--- src/rtl/dma_pkg.sv ---
// Shared definitions for the DMA channel controller: register map,
// CTRL/STATUS bit positions, FSM state encoding and a small helper.
package dma_pkg;

  localparam logic [2:0] REG_SRC       = 3'd0;
  localparam logic [2:0] REG_DST       = 3'd1;
  localparam logic [2:0] REG_LEN       = 3'd2;
  localparam logic [2:0] REG_CTRL      = 3'd3;
  localparam logic [2:0] REG_STATUS    = 3'd4;
  localparam logic [2:0] REG_REMAINING = 3'd5;

  localparam int unsigned CTRL_GO     = 0;
  localparam int unsigned CTRL_IRQ_EN = 1;
  localparam int unsigned CTRL_STOP   = 2;

  localparam int unsigned STAT_BUSY    = 0;
  localparam int unsigned STAT_DONE    = 1;
  localparam int unsigned STAT_ERR     = 2;
  localparam int unsigned STAT_ABORTED = 3;

  typedef enum logic [2:0] {
    S_IDLE    = 3'd0,
    S_CHECK   = 3'd1,
    S_ISSUE   = 3'd2,
    S_RUN     = 3'd3,
    S_ADVANCE = 3'd4,
    S_FINISH  = 3'd5
  } state_t;

  function automatic logic [31:0] min32(input logic [31:0] a, input logic [31:0] b);
    return (a < b) ? a : b;
  endfunction

endpackage

--- src/rtl/dma_ctrl_regs.sv ---
// Avalon-MM slave for the DMA channel: register decode, registered
// readback, sticky W1C status bits and the registered interrupt line.
module dma_ctrl_regs
  import dma_pkg::*;
(
  input  logic        clk_i,
  input  logic        rst_ni,
  input  logic [2:0]  addr_i,
  input  logic        write_i,
  input  logic [31:0] wdata_i,
  input  logic        read_i,
  output logic [31:0] rdata_o,
  input  logic        busy_i,
  input  logic [31:0] remaining_i,
  input  logic        set_done_i,
  input  logic        set_err_i,
  input  logic        set_abort_i,
  output logic [31:0] src_o,
  output logic [31:0] dst_o,
  output logic [31:0] len_o,
  output logic        go_o,
  output logic        stop_o,
  output logic        irq_o
);

  logic [31:0] src_q, src_d;
  logic [31:0] dst_q, dst_d;
  logic [31:0] len_q, len_d;
  logic [31:0] rdata_q, rdata_d;
  logic        irq_en_q, irq_en_d;
  logic        done_q, done_d;
  logic        err_q, err_d;
  logic        abort_q, abort_d;
  logic        irq_q, irq_d;
  logic        wr_ctrl;
  logic        wr_status;

  assign wr_ctrl   = write_i && (addr_i == REG_CTRL);
  assign wr_status = write_i && (addr_i == REG_STATUS);

  // GO together with STOP is dropped so an idle channel neither starts nor aborts
  assign go_o   = wr_ctrl && wdata_i[CTRL_GO] && !wdata_i[CTRL_STOP] && !busy_i;
  assign stop_o = wr_ctrl && wdata_i[CTRL_STOP];

  // Next-state for configuration, sticky status, interrupt and read data
  always_comb begin
    src_d    = src_q;
    dst_d    = dst_q;
    len_d    = len_q;
    irq_en_d = irq_en_q;
    rdata_d  = rdata_q;

    if (write_i && !busy_i) begin
      case (addr_i)
        REG_SRC: src_d = wdata_i;
        REG_DST: dst_d = wdata_i;
        REG_LEN: len_d = wdata_i;
        default: ;
      endcase
    end
    if (wr_ctrl) irq_en_d = wdata_i[CTRL_IRQ_EN];

    // Hardware set wins over a same-cycle software clear
    done_d  = set_done_i  | (done_q  & ~(wr_status & wdata_i[STAT_DONE]));
    err_d   = set_err_i   | (err_q   & ~(wr_status & wdata_i[STAT_ERR]));
    abort_d = set_abort_i | (abort_q & ~(wr_status & wdata_i[STAT_ABORTED]));

    // Interrupt tracks the post-update status so a W1C drops it on the same edge
    irq_d = irq_en_d & (done_d | err_d | abort_d);

    if (read_i) begin
      case (addr_i)
        REG_SRC:       rdata_d = src_q;
        REG_DST:       rdata_d = dst_q;
        REG_LEN:       rdata_d = len_q;
        REG_CTRL:      rdata_d = {29'b0, 1'b0, irq_en_q, 1'b0};
        REG_STATUS:    rdata_d = {28'b0, abort_q, err_q, done_q, busy_i};
        REG_REMAINING: rdata_d = remaining_i;
        default:       rdata_d = '0;
      endcase
    end
  end

  // Register state update
  always_ff @(posedge clk_i or negedge rst_ni) begin
    if (!rst_ni) begin
      src_q    <= '0;
      dst_q    <= '0;
      len_q    <= '0;
      rdata_q  <= '0;
      irq_en_q <= 1'b0;
      done_q   <= 1'b0;
      err_q    <= 1'b0;
      abort_q  <= 1'b0;
      irq_q    <= 1'b0;
    end else begin
      src_q    <= src_d;
      dst_q    <= dst_d;
      len_q    <= len_d;
      rdata_q  <= rdata_d;
      irq_en_q <= irq_en_d;
      done_q   <= done_d;
      err_q    <= err_d;
      abort_q  <= abort_d;
      irq_q    <= irq_d;
    end
  end

  assign src_o   = src_q;
  assign dst_o   = dst_q;
  assign len_o   = len_q;
  assign rdata_o = rdata_q;
  assign irq_o   = irq_q;

endmodule

--- src/rtl/dma_channel_ctrl.sv ---
// DMA channel controller: splits a programmed transfer into chunks of at
// most MAX_CHUNK bytes and sequences the read/write masters per chunk.
module dma_channel_ctrl
  import dma_pkg::*;
#(
  parameter int unsigned MAX_CHUNK = 256
) (
  input  logic        iClk,
  input  logic        iReset_n,
  input  logic [2:0]  iCS_address,
  input  logic        iCS_write,
  input  logic [31:0] iCS_writedata,
  input  logic        iCS_read,
  output logic [31:0] oCS_readdata,
  output logic        oStart,
  output logic [31:0] oRM_startaddress,
  output logic [31:0] oWM_startaddress,
  output logic [31:0] oLength,
  input  logic        iRM_done,
  input  logic        iWM_done,
  output logic        oIRQ
);

  localparam logic [31:0] MaxChunkW = 32'(MAX_CHUNK);

  state_t      state_q;
  logic [31:0] cur_src_q, cur_dst_q, remaining_q, chunk_q;
  logic [31:0] rm_addr_q, wm_addr_q, len_q;
  logic        start_q;
  logic        rm_seen_q, wm_seen_q;
  logic        rm_prev_q, wm_prev_q;

  logic [31:0] cfg_src, cfg_dst, cfg_len;
  logic [31:0] rem_after;
  logic        busy, go, stop, bad_len;
  logic        set_done, set_err, set_abort;

  assign busy      = (state_q != S_IDLE);
  assign rem_after = remaining_q - chunk_q;
  assign bad_len   = (remaining_q == '0) || (remaining_q[1:0] != 2'b00);
  assign set_abort = stop && (state_q inside {S_CHECK, S_ISSUE, S_RUN, S_ADVANCE});
  assign set_err   = (state_q == S_CHECK) && bad_len && !stop;
  assign set_done  = (state_q == S_FINISH);

  dma_ctrl_regs u_regs (
    .clk_i       (iClk),
    .rst_ni      (iReset_n),
    .addr_i      (iCS_address),
    .write_i     (iCS_write),
    .wdata_i     (iCS_writedata),
    .read_i      (iCS_read),
    .rdata_o     (oCS_readdata),
    .busy_i      (busy),
    .remaining_i (remaining_q),
    .set_done_i  (set_done),
    .set_err_i   (set_err),
    .set_abort_i (set_abort),
    .src_o       (cfg_src),
    .dst_o       (cfg_dst),
    .len_o       (cfg_len),
    .go_o        (go),
    .stop_o      (stop),
    .irq_o       (oIRQ)
  );

  // Chunk sequencer with registered master-facing outputs
  always_ff @(posedge iClk or negedge iReset_n) begin
    if (!iReset_n) begin
      state_q     <= S_IDLE;
      cur_src_q   <= '0;
      cur_dst_q   <= '0;
      remaining_q <= '0;
      chunk_q     <= '0;
      rm_addr_q   <= '0;
      wm_addr_q   <= '0;
      len_q       <= '0;
      start_q     <= 1'b0;
      rm_seen_q   <= 1'b0;
      wm_seen_q   <= 1'b0;
      rm_prev_q   <= 1'b0;
      wm_prev_q   <= 1'b0;
    end else begin
      // Done levels are tracked every cycle so a level left over from the
      // previous chunk never looks like a fresh rising edge in RUN
      rm_prev_q <= iRM_done;
      wm_prev_q <= iWM_done;

      if (set_abort) begin
        start_q <= 1'b0;
        state_q <= S_IDLE;
      end else begin
        case (state_q)
          S_IDLE: begin
            if (go) begin
              cur_src_q   <= cfg_src;
              cur_dst_q   <= cfg_dst;
              remaining_q <= cfg_len;
              state_q     <= S_CHECK;
            end
          end
          S_CHECK: begin
            state_q <= bad_len ? S_IDLE : S_ISSUE;
          end
          S_ISSUE: begin
            chunk_q   <= min32(remaining_q, MaxChunkW);
            len_q     <= min32(remaining_q, MaxChunkW);
            rm_addr_q <= cur_src_q;
            wm_addr_q <= cur_dst_q;
            rm_seen_q <= 1'b0;
            wm_seen_q <= 1'b0;
            start_q   <= 1'b1;
            state_q   <= S_RUN;
          end
          S_RUN: begin
            if (iRM_done && !rm_prev_q) rm_seen_q <= 1'b1;
            if (iWM_done && !wm_prev_q) wm_seen_q <= 1'b1;
            if (rm_seen_q && wm_seen_q) begin
              start_q <= 1'b0;
              state_q <= S_ADVANCE;
            end
          end
          S_ADVANCE: begin
            remaining_q <= rem_after;
            cur_src_q   <= cur_src_q + chunk_q;
            cur_dst_q   <= cur_dst_q + chunk_q;
            state_q     <= (rem_after == '0) ? S_FINISH : S_ISSUE;
          end
          S_FINISH: begin
            state_q <= S_IDLE;
          end
          default: begin
            start_q <= 1'b0;
            state_q <= S_IDLE;
          end
        endcase
      end
    end
  end

  assign oStart           = start_q;
  assign oRM_startaddress = rm_addr_q;
  assign oWM_startaddress = wm_addr_q;
  assign oLength          = len_q;

endmodule

--- config.mk ---
export PLATFORM = sky130hd
export DESIGN_NAME = dma_channel_ctrl
export DESIGN_NICKNAME = d
export VERILOG_FILES = /design/src/rtl/dma_pkg.sv /design/src/rtl/dma_ctrl_regs.sv /design/src/rtl/dma_channel_ctrl.sv
export SDC_FILE = /design/constraint.sdc
export NUM_CORES = 1
export LEC_CHECK = 0
export ABC_CLOCK_PERIOD_IN_PS = 4090
export CAP_MARGIN = 30
export CORE_ASPECT_RATIO = 1.1
export CORE_MARGIN = 4
export CORE_UTILIZATION = 40
export CTS_CLUSTER_DIAMETER = 40
export DETAILED_ROUTE_END_ITERATION = 7
export PLACE_DENSITY_LB_ADDON = 0.05
export SYNTH_ARGS = -nofsm -noshare
export SYNTH_HDL_FRONTEND = slang
export SYNTH_SLANG_ARGS = --single-unit
--- constraint.sdc ---
create_clock -name iClk -period 4.09 [get_ports iClk]
set_clock_uncertainty 0.15 [all_clocks]
set_input_delay 0.818 -clock iClk [delete_from_list [all_inputs] [get_ports iClk]]
set_output_delay 0.818 -clock iClk [all_outputs]
set_load 0.02 [all_outputs]
# Word-level counts from Yosys, hierarchy flattened
# Cells that the tools add are included.
# W data, S select, Z words.
dict set report word_totals {
  elab_cells 117
  ramBits 0
  latchBits 0
  n_memories 0
  rom_bits 0
  regBits 333
  input_bits 41
}
dict set report op_classes {
  addsub 3
  n_eq_ne 16
  muxes 22
  n_mul 0
  n_reduce_logical 38
  n_bitwise 16
  order_cmp 1
  n_div 0
  shift 0
}
# op n
set op_table {}
lappend op_table {{$pmux W32 S2} 3}
lappend op_table {{$pmux W32 S6} 1}
lappend op_table {{$mux W32} 4}
lappend op_table {{$add A32 B32 Y32} 2}
lappend op_table {{$logic_not A32 Y1} 2}
lappend op_table {{$lt A32 B9 Y1 const B} 1}
lappend op_table {{$sub A32 B32 Y32} 1}
lappend op_table {{$pmux W3 S5} 1}
lappend op_table {{$logic_and A1 B1 Y1} 13}
lappend op_table {{$eq A3 B2 Y1 const B} 4}
lappend op_table {{$eq A3 B3 Y1 const B} 4}
lappend op_table {{$mux W3} 4}
lappend op_table {{$reduce_and A2 Y1} 6}
lappend op_table {{$reduce_and A3 Y1} 3}
lappend op_table {{$and A1 B1 Y1} 7}
lappend op_table {{$eq A3 B1 Y1 const B} 2}
lappend op_table {{$logic_not A3 Y1} 2}
lappend op_table {{$ne A2 B1 Y1 const B} 3}
lappend op_table {{$reduce_bool A2 Y1} 3}
lappend op_table {{$logic_not A1 Y1} 5}
lappend op_table {{$mux W1} 5}
lappend op_table {{$or A1 B1 Y1} 5}
lappend op_table {{$not A1 Y1} 4}
lappend op_table {{$pmux W1 S2} 2}
lappend op_table {{other kinds (9)} 9}

# Logic depth before layout (Yosys ltp)
# Gate-level depths: netlist of run 1.
dict set report logic_depth {
  depth_word 9
  depth_mapped 14
  mapped_depth_nobuf 14
}

# Cells and area by module
# A second synthesis of run 1 with hierarchy kept.
dict set report hier_totals {
  cells_unflattened 1983
  hier_area_um2 18554.0
}
# module cells_each area_per_inst_um2 seq_area_each_um2 instances
set modules_own_cells {}
lappend modules_own_cells {dma_channel_ctrl 1577 12813.5 5004.8 1}
lappend modules_own_cells {dma_ctrl_regs 406 5740.5 3328.2 1}

# Least setup slack after synthesis of run 1
# No wires, ideal clock.
dict set report synth_timing {
  path_kind {register to register}
  from {reg oLength[5] (netlist name)}
  to {reg state_q[0]}
  arrival_time_ns 3.400
  setup_time_ns 0.065
  path_slack_ns 0.474
  period_less_slack_ns 3.616
  stages_incl_launch_ff 13
  path_cell_list {dfrtp_1 inv_1 ha_1 or4_1 o22a_2 a21oi_4 xnor2_1 or4_1 or4_1 nor4_1 nand4_1 nor3_2 o21ba_1}
}
# item line
set synth_lines {}
lappend synth_lines {{to (signal assigned)} dma_channel_ctrl.sv:102} ;# state_q <= bad_len ? S_IDLE : S_ISSUE;
lappend synth_lines {{to (signal assigned)} dma_channel_ctrl.sv:126} ;# state_q <= (rem_after == '0) ? S_FINISH : S_ISSUE;
lappend synth_lines {{to (decl)} dma_channel_ctrl.sv:26} ;# state_t state_q;

==> flow_metrics.py, run 1 <==
metrics = {
    "clock_network": {
        "htree_levels": 2,
        "clk_latency_ps": 600,
        "cts_tree": "built",
        "clk_pin_slew_ps": 50,
        "clock_path_buffers": 3,
        "root_buffer": "clkbuf_16",
        "clkSinkCount": 333,
        "cts_setup_buffers": 0,
        "cts_buffers": 56,
        "cts_hold_buf": 0,
    },
    "sta": {
        "drv_slew": 0,
        "finalSetupViolations": 0,
        "tightest_slew_ps": 985,
        "min_period_over_period": 0.942,
        "hold_viol_final": 0,
        "fmax_mhz": 259,
        "rsz0062_at_grt": "no",
        "holdWs_ps": 63.2,
        "relSlewSlack": 0.341,
        "period_needed_ps": 3850,
    },
    "synth": {
        "syn_area_um2": 18900,
        "synth_ff_type": "dfrtp_1",
        "yosysTopAreaCellShare": 0.442,
        "ys_types": 72,
        "synthCells": 1928,
        "synth-seq-cells": 333,
        "syn_avg_cell_area_um2": 9.78,
        "async_flop_share": 1.00,
        "synth_edf_count": 0,
        "seq_area_frac_synth": 0.442,
        "yosys.area.top_type": "dfrtp_1",
        "synthesis.nets": 2065,
        "synth_area_leaders": "dfrtp_1, mux2_2, ha_1",
        "yosysWarningCount": 0,
    },
    "status": {
        "status": "completed",
    },
    "power": {
        "netSwitchingPower_mw": 7.83,
        "comb_power_share": 0.459,
        "clkPwrFrac": 0.254,
        "p_int_mw": 11.5,
        "power.density_nw_per_um2": 821,
        "pwr-share-seq": 0.287,
        "p_total_mw": 19.4,
        "swShare": 0.405,
        "power.static_leakage_nw": 10.6,
        "irDropWorstVdd_v": 0.000396,
    },
    "detailed_routing": {
        "drt_iter0_drc": 1003,
        "ant_nets": 0,
        "drcViolationCount": 0,
        "via_count": 15800,
        "dr.pass1.iters": 5,
        "routed_wl_um": 62700,
        "viasPerCell": 5.70,
        "wire_per_inst_um": 22.7,
    },
    "run": {
        "cap_viol_max_count": 0,
    },
    "finish": {
        "final_cell_mix": "dfrtp_1, clkdlybuf4s50_1, a21oi_1",
        "final_util": 0.505,
        "area_growth_syn_to_layout_pct": 25.0,
        "drive_gt1_frac": 0.167,
        "fin_nets": 2261,
        "fin_area_um2": 23600,
        "layout_commonest_cell": "dfrtp_1",
        "diodes": 0,
    },
    "global_routing": {
        "grt_use_total": 0.242,
        "grt_pass1_vias": 15900,
        "antenna_found_initial": 1,
        "grt_max_degree": 84,
        "overflow": 0,
        "grt_pass1_wl_um": 96100,
    },
    "setup_path": {
        "start_kind": "register",
        "critPathMaxFanout": 6,
        "crit_type": "register to register",
        "required_ps": 4400,
        "cp-end-kind": "register",
        "cp_data_arrival_time_ps": 4170,
    },
    "floorplanning": {
        "initial_core_util": 0.404,
        "num_rows": 83,
        "io_pins": 171,
        "die_h_um": 236,
        "die-width_um": 215,
        "dieArea_um2": 50700,
        "core_area_um2": 46600,
    },
    "placement": {
        "gp_congestion": 0.908,
        "dpl.hpwl_um": 45700,
        "io_buffer_count": 170,
        "placed_area_um2": 21500,
    },
    "worst_hold_path": {
        "hold_class": "input pin to asynchronous set/reset pin",
    },
}
[kinds of logic after synthesis]
logic type	synth area share
muxes	0.115
adders and majority gates	0.0649
DFF	0.442
and+or+nand+nor	0.112
AOI/OAI and AO/OA	0.191
buffers and inverters	0.0402
xor gates and xnor gates	0.0348
[per-stage QoR]
| stage | TNS, ps | setup slack [ps] | cells |
|---|---|---|---|
| 6_report | 0 | 236 | 2764 |
| 5_1_grt | 0 | 14.1 | 2764 |
| 4_1_cts | 0 | 25.6 | 2764 |
| 3_5_place_dp | -28.6 | -28.6 | 2661 |
| 3_3_place_gp | 0 | 95.0 | 2660 |
| 2_1_floorplan | 0 | 474 | 1928 |
[synth_stat cells (11+ instances only)]
library cell,count
nor2b_1,15
nand2_1,158
clkbuf_1,80
o21bai_1,11
or3_1,22
nor3_1,20
nand4_1,16
o221ai_1,13
xor2_1,32
a211oi_1,13
a22oi_1,19
nand2b_1,13
buf_1,21
and3_1,15
inv_1,87
dfrtp_1,333
mux2_2,161
o22ai_1,45
a21o_1,40
mux2i_1,29
nand3_1,18
ha_1,93
o21a_1,29
o21ai_0,123
a21oi_1,164
nor2_1,144
a31oi_1,53
xnor2_1,43
[layer usage]
metal,GRT usage,up-vias,share of wire
met4,0.0726,2,0.028
met1,0.333,7797,0.46
li1,-,7408,-
met3,0.0484,106,0.056
met2,0.388,444,0.46
met5,0,-,0.00022
[worst paths after layout]
check | from | depth (start not counted) | slack [ps] | to
min in group iClk | u_regs.rdata_o[28] | 1 | 330 | u_regs.rdata_o[28]
min | iReset_n | 1 | 60 | oRM_startaddress[18]
max | oLength[8] | 13 | 240 | cur_src_q[31]
max in group asynchronous | iReset_n | 2 | 2810 | oRM_startaddress[20]
min reg2reg | u_regs.rdata_o[28] | 1 | 330 | u_regs.rdata_o[28]
max reg2reg | oLength[8] | 13 | 240 | cur_src_q[31]
[state kept, by name, indices dropped and copies added (netlist names)]
name              flops
cur_dst_q            32
cur_src_q            32
oLength              32
oRM_startaddress     32
oStart                1
oWM_startaddress     32
remaining_q          32
rm_prev_q             1
rm_seen_q             1
state_q               3
u_regs.abort_q        1
u_regs.done_q         1
u_regs.dst_o         32
u_regs.err_q          1
u_regs.irq_en_q       1
u_regs.irq_o          1
u_regs.len_o         32
u_regs.rdata_o       32
u_regs.src_o         32
wm_prev_q             1
wm_seen_q             1
[power groups by stage]
stage	clock network [mW]	logic, mW	registers, mW
after CTS	5.01	8.78	5.56
final	4.91	8.89	5.55
after detailed placement	0	8.71	5.60
after floorplan	0	5.87	5.42
after global placement	0	8.65	5.58
after global routing	5.17	9.80	5.70
[what timing repair did]
item / CTS / global route
setup endpoints to repair: 2 / 7
gates cloned: 0 / 0
pin swaps: 0 / 3
resized for setup: 1 / 12
[layout make-up]
class                           count  area, µm²
Fill cell                        4326      23100
Multi-Input combinational cell   1402       9840
Sequential cell                   333       8330
Timing Repair Buffer              244       2350
Clock buffer                       68       1520
Tap cell                          595        744
Clock inverter                     35        454
Inverter                           87        327
[worst max-delay path, stage by stage (launching register included)]
cell       delay (ps)
dfrtp_1           450
ha_1              420
a2111o_1          430
o32a_1            380
a32oi_1           230
buf_4             190
o21ai_1           150
a211oi_1          310
buf_4             200
o41ai_1            80
a21oi_1           240
xor2_1            250
a21oi_1           100
a2bb2oi_1         140
(Power assumes the default switching activity.)
==> run 2, diff against run 1 <==
- CAP_MARGIN: 30 -> unset
- CORE_ASPECT_RATIO: 1.1 -> unset
==> run 2 against run 1 <==
Net effect: final cell count increased by 0.83%; critical endpoint is now cur_src_q[30]; combinational power increased by 2%; maximum frequency decreased by 0.38%; global-route usage increased by 0.14 points; non-clock buffer count increased by 7.
==> flow_metrics.py, run 2 (synthesized netlist as in run 1, its figures left out) <==
metrics = {
    "setup_path": {
        "path_cells": "ha_1 > inv_1 > fa_1 > nor2b_1 > o21a_1 > o21ai_0 > a21oi_1 > a41oi_1 > buf_4 > o32ai_2 > buf_4 > o41ai_1 > buf_4 > o31a_1 > o21ai_0 > xnor2_1 > a21oi_1",
        "required_ps": 4420,
        "crit_top_cell": "buf_4",
        "max_stage_delay_ps": 400,
        "cp_slowest_cell": "dfrtp_1",
        "cp_data_arrival_time_ps": 4200,
        "cp-end-kind": "register",
        "start_kind": "register",
        "crit_type": "register to register",
        "critPathLaunch": "cur_src_q[0]",
        "critPathMaxFanout": 3,
        "path_delay_family": "compound AO/OA/AOI/OAI gates",
        "rr_startpoint": "cur_src_q[0]",
        "path_buf_inv": 4,
    },
    "clock_network": {
        "clock_path_buffers": 3,
        "clk_latency_ps": 600,
        "cts_hold_buf": 0,
        "clk_pin_slew_ps": 50,
        "clkSinkCount": 333,
        "htree_levels": 2,
        "cts_buffers": 60,
        "root_buffer": "clkbuf_16",
        "cts_tree": "built",
    },
    "global_routing": {
        "overflow": 0,
        "grt_pass1_wl_um": 96400,
        "grt_max_degree": 93,
        "grt_pass1_vias": 15800,
        "antenna_found_initial": 0,
        "grt_use_total": 0.243,
    },
    "placement": {
        "dp_worst_setup_slack_ps": 1.10,
        "io_buffer_count": 170,
        "gp_congestion": 0.934,
        "dpl.hpwl_um": 45300,
    },
    "finish": {
        "final_cell_mix": "dfrtp_1, clkdlybuf4s50_1, a21oi_1",
        "diodes": 0,
        "fin_nets": 2272,
        "n_fill_cell": 4352,
        "area_growth_syn_to_layout_pct": 26.1,
        "drive_gt1_frac": 0.173,
        "layout_commonest_cell": "dfrtp_1",
    },
    "floorplanning": {
        "num_rows": 79,
        "initial_core_util": 0.405,
        "die-width_um": 225,
        "io_pins": 171,
        "dieArea_um2": 50700,
        "die_h_um": 225,
        "core_area_um2": 46600,
    },
    "detailed_routing": {
        "viasPerCell": 5.60,
        "ant_nets": 0,
        "via_count": 15600,
        "routed_wl_um": 62100,
        "dr.pass1.iters": 5,
        "wire_per_inst_um": 22.3,
        "drt_iter0_drc": 1054,
        "drcViolationCount": 0,
    },
    "sta": {
        "min_period_over_period": 0.946,
        "tightest_slew_ps": 809,
        "drv_slew": 0,
        "worst_slack_ps": 222,
        "fmax_mhz": 259,
        "relSlewSlack": 0.461,
        "hold_viol_final": 0,
        "finalSetupViolations": 0,
        "period_needed_ps": 3870,
        "rsz0062_at_grt": "no",
    },
    "power": {
        "power.density_nw_per_um2": 832,
        "p_total_mw": 19.8,
        "power.static_leakage_nw": 10.7,
        "irDropWorstVdd_v": 0.000515,
    },
    "status": {
        "status": "completed",
    },
    "run": {
        "cap_viol_max_count": 0,
    },
    "worst_hold_path": {
        "hold_class": "input pin to asynchronous set/reset pin",
    },
}
[run 2: cell types whose count changed in the layout (fill, tap and decap cells not counted), sizes merged]
| cell | previous run | this run |
|---|---|---|
| clkbuf | 68 | 78 |
| clkinv | 15 | 10 |
| clkdlybuf4s50 | 167 | 166 |
| buf | 77 | 85 |
| clkinvlp | 5 | 7 |
| inv | 94 | 90 |
| bufinv | 8 | 9 |
[run 2: through the flow]
| stage | instance area (µm²) | std cells | setup TNS [ps] | hold WS [ps] | utilization |
|---|---|---|---|---|---|
| final | 23800 | 2787 | 0 | 54.1 | 0.511 |
| after floorplan | 18900 | 1928 | 0 | 314 | - |
| after detailed placement | 21600 | 2679 | 0 | 321 | 0.464 |
| after global routing | 23800 | 2787 | 0 | 113 | 0.511 |
| after CTS | 23700 | 2786 | 0 | 71.4 | 0.509 |
| after global placement | 21600 | 2679 | -0.546 | 316 | 0.464 |
[run 2: report_power, final]
group / switching (mW) / total, mW / leakage, nW / internal, mW
Clock: 1.74 / 5.21 / 1.02 / 3.47
Combinational: 4.94 / 9.05 / 5.52 / 4.10
Sequential: 1.12 / 5.51 / 4.16 / 4.40
Total: 7.79 / 19.8 / 10.7 / 12.0
[run 2: final timing paths]
check                                        to  slack, ps  cells past startpoint
max                               cur_src_q[30]        220                     17
min                        oRM_startaddress[17]         50                      1
max reg2reg                       cur_src_q[30]        220                     17
min reg2reg                   u_regs.rdata_o[8]        330                      1
max in group asynchronous     u_regs.rdata_o[0]       2840                      2
min in group iClk             u_regs.rdata_o[8]        330                      1
[run 2: per-layer routing]
metal  wire length (µm)  vias up  global-route usage  part of all wire
li1                   -     7429                   -                 -
met1              29300     7718               0.352              0.47
met2              28200      374               0.385              0.45
met3               3200       86              0.0375             0.052
met4               1390        0              0.0636             0.022
met5                  0        -                   0                 0
[run 2: cell type report]
cell class,instances,area [µm²],area share
multi-input combinational,1402,9850,0.414
sequential,333,8330,0.351
tap,607,759,0.0319
clock buffer,78,1700,0.0715
clock inverter,29,414,0.0174
timing repair buffer,251,2390,0.100
inverter,87,327,0.0137
[run 2: what timing repair did]
item                       4_1_cts  5_1_grt
setup buffers                    0        1
gates resized for setup          2       14
pin swaps                        0        5
setup endpoints to repair        3        8
==> run 3, diff against run 2 <==
- SYNTH_HIERARCHICAL: unset -> 1
==> run 3 against run 2 <==
Net effect: sequential share of layout area up 0.53 points; critical path depth down 5; routed wire length down 0.53%; clock-buffer cell count down 1; highest routed layer unchanged; design area down 1.5%; utilization up 0.33 points; combinational power down 6.3%; power down 1.4%; clock power up 3%.
==> flow_metrics.py, run 3 <==
metrics = {
    "global_routing": {
        "grt_max_degree": 93,
        "antenna_found_initial": 0,
        "grt_pass1_wl_um": 96000,
        "grt_use_total": 0.244,
        "grt_pass1_vias": 15800,
        "overflow": 0,
    },
    "detailed_routing": {
        "via_count": 15700,
        "routed_wl_um": 61800,
        "drcViolationCount": 0,
        "viasPerCell": 5.55,
        "ant_nets": 0,
        "wire_per_inst_um": 21.9,
        "dr.pass1.iters": 5,
        "drt_iter0_drc": 1094,
    },
    "synth": {
        "muxShareOfSynthArea": 0.0632,
        "yosys.area.top_type": "dfrtp_1",
        "post-synth-top-count-cell": "nand2_1",
        "synth_common_cells": "nand2_1, dfrtp_1, nor2_1",
        "syn_avg_cell_area_um2": 9.36,
        "synth_ff_type": "dfrtp_1",
        "synthCells": 1983,
        "ys_types": 88,
        "syn_area_um2": 18600,
        "seq_area_frac_synth": 0.449,
        "synth_compound_area_frac": 0.187,
        "yosys.area_share.simple": 0.165,
        "synth_xor_area_frac": 0.0349,
        "synth_area_leaders": "dfrtp_1, nand2_1, ha_1",
        "synth_edf_count": 0,
        "synthAdderAreaFrac": 0.0660,
        "synthesis.nets": 2120,
        "yosysWarningCount": 6,
        "async_flop_share": 1.00,
        "synth-seq-cells": 333,
        "synth_top_family_by_area": "compound AO/OA/AOI/OAI gates",
        "yosysTopAreaCellShare": 0.449,
    },
    "floorplanning": {
        "dieArea_um2": 49900,
        "initial_core_util": 0.407,
        "die-width_um": 223,
        "num_rows": 78,
        "io_pins": 171,
        "die_h_um": 223,
        "core_area_um2": 45600,
    },
    "setup_path": {
        "cp-end-kind": "register",
        "path_delay_family": "compound AO/OA/AOI/OAI gates",
        "required_ps": 4430,
        "crit_top_cell": "nand4_1",
        "cp_slowest_cell": "a2111oi_1",
        "critPathMaxFanout": 5,
        "path_cells": "ha_1 > fa_1 > nor2b_4 > o31a_1 > o2111ai_4 > a31oi_4 > a311oi_4 > o21ai_1 > nand4_1 > a2111oi_1 > nand4_1 > a31o_1",
        "cp_data_arrival_time_ps": 4210,
        "max_stage_delay_ps": 480,
        "path_buf_inv": 0,
        "start_kind": "register",
        "crit_type": "register to register",
        "r2r_setup_slack_ps": 220,
    },
    "finish": {
        "area_growth_syn_to_layout_pct": 26.2,
        "finalNonFillerCells": 2824,
        "fin_nets": 2309,
        "fin_area_um2": 23400,
        "layout_commonest_cell": "nand2_1",
        "multi_input_area_um2": 9670,
        "n_fill_cell": 4276,
        "diodes": 0,
        "drive_gt1_frac": 0.118,
        "final_cell_mix": "nand2_1, dfrtp_1, clkdlybuf4s50_1",
        "regArea_um2": 8330,
    },
    "placement": {
        "dpl.cell_count": 2708,
        "dpl.hpwl_um": 44000,
        "placed_area_um2": 21200,
        "dp_worst_setup_slack_ps": 32.9,
        "gp_congestion": 0.879,
        "io_buffer_count": 170,
    },
    "sta": {
        "relSlewSlack": 0.280,
        "finalSetupViolations": 0,
        "finalSetupTns_ps": 0,
        "min_period_over_period": 0.947,
        "hold_viol_final": 0,
        "drv_slew": 0,
        "tightest_slew_ps": 1080,
        "fmax_mhz": 258,
        "period_needed_ps": 3870,
        "worst_slack_ps": 217,
    },
    "clock_network": {
        "htree_levels": 2,
        "clk_latency_ps": 620,
        "clk_pin_slew_ps": 50,
        "cts_setup_buffers": 0,
        "root_buffer": "clkbuf_16",
        "clkSinkCount": 333,
        "clock_path_buffers": 3,
        "cts_buffers": 61,
        "cts_tree": "built",
    },
    "worst_hold_path": {
        "hold_class": "register to register",
    },
    "status": {
        "status": "completed",
    },
    "power": {
        "power.static_leakage_nw": 10.8,
        "p_total_mw": 19.5,
        "power.density_nw_per_um2": 832,
        "irDropWorstVdd_v": 0.000402,
    },
    "run": {
        "cap_viol_max_count": 0,
    },
}
[run 3: changes by cell type after synthesis, moves of 25 or more]
cell	delta
mux2_1	+42
o22ai_1	-34
o2bb2ai_1	+26
a21oi_1	-25
mux2_2	-106
inv_1	-27
nand2_1	+224
[run 3: worst reg2reg max path, cell delays in order, from the launching register on]
cell and delay (ps):
dfrtp_1 430, ha_1 250, fa_1 440, nor2b_4 140, o31a_1 240, o2111ai_4 160
a31oi_4 270, a311oi_4 170, o21ai_1 320, nand4_1 140, a2111oi_1 480, nand4_1 280
a31o_1 290
[run 3: final timing paths]
kind,from,to,depth (start not counted)
max,oLength[0],state_q[1],12
min,oRM_startaddress[14],oRM_startaddress[14],2
max reg2reg,oLength[0],state_q[1],12
min reg2reg,oRM_startaddress[14],oRM_startaddress[14],2
max in group asynchronous,iReset_n,u_regs/rdata_o[30],3
min in group asynchronous,iReset_n,oRM_startaddress[5],2
[run 3: cell families after synthesis]
| family | after synthesis |
|---|---|
| AND/OR/NAND/NOR | 699 |
| multiplexers | 105 |
| flip-flops | 333 |
| XOR/XNOR | 74 |
| adder cells (fa/ha/maj) | 96 |
| buffers and inverters | 160 |
| AO/OA/AOI/OAI | 516 |
[run 3: area by class of cell]
| class | instances | area share |
|---|---|---|
| Timing Repair Buffer | 226 | 0.0952 |
| Sequential cell | 333 | 0.356 |
| Tap cell | 600 | 0.0321 |
| Clock buffer | 77 | 0.0738 |
| Multi-Input combinational cell | 1490 | 0.413 |
| Clock inverter | 38 | 0.0205 |
| Inverter | 60 | 0.00962 |
[run 3: per-layer routing]
metal  GRT usage  wire [µm]  up-vias
li1            -          -     7473
met1       0.363      29900     7692
met2       0.370      27000      440
met3      0.0479       3750       79
met4      0.0567       1100        0
met5           0          0        -
[run 3: power breakdown]
group | switching (mW) | internal, mW
Combinational | 4.78 | 3.70
Clock | 1.82 | 3.56
Sequential | 1.24 | 4.39
Total | 7.83 | 11.7
[run 3: timing repair]
item	in CTS	in global routing
resized for setup	0	12
setup endpoints to repair	0	6
hold endpoints to repair	36	0
hold buffers	1	0
[run 3: stage by stage]
stage | utilization | hold slack (ps)
6_report | 0.514 | 318
5_1_grt | 0.514 | 337
4_1_cts | 0.513 | 323
3_5_place_dp | 0.464 | 311
3_3_place_gp | 0.464 | 309
2_1_floorplan | - | 310
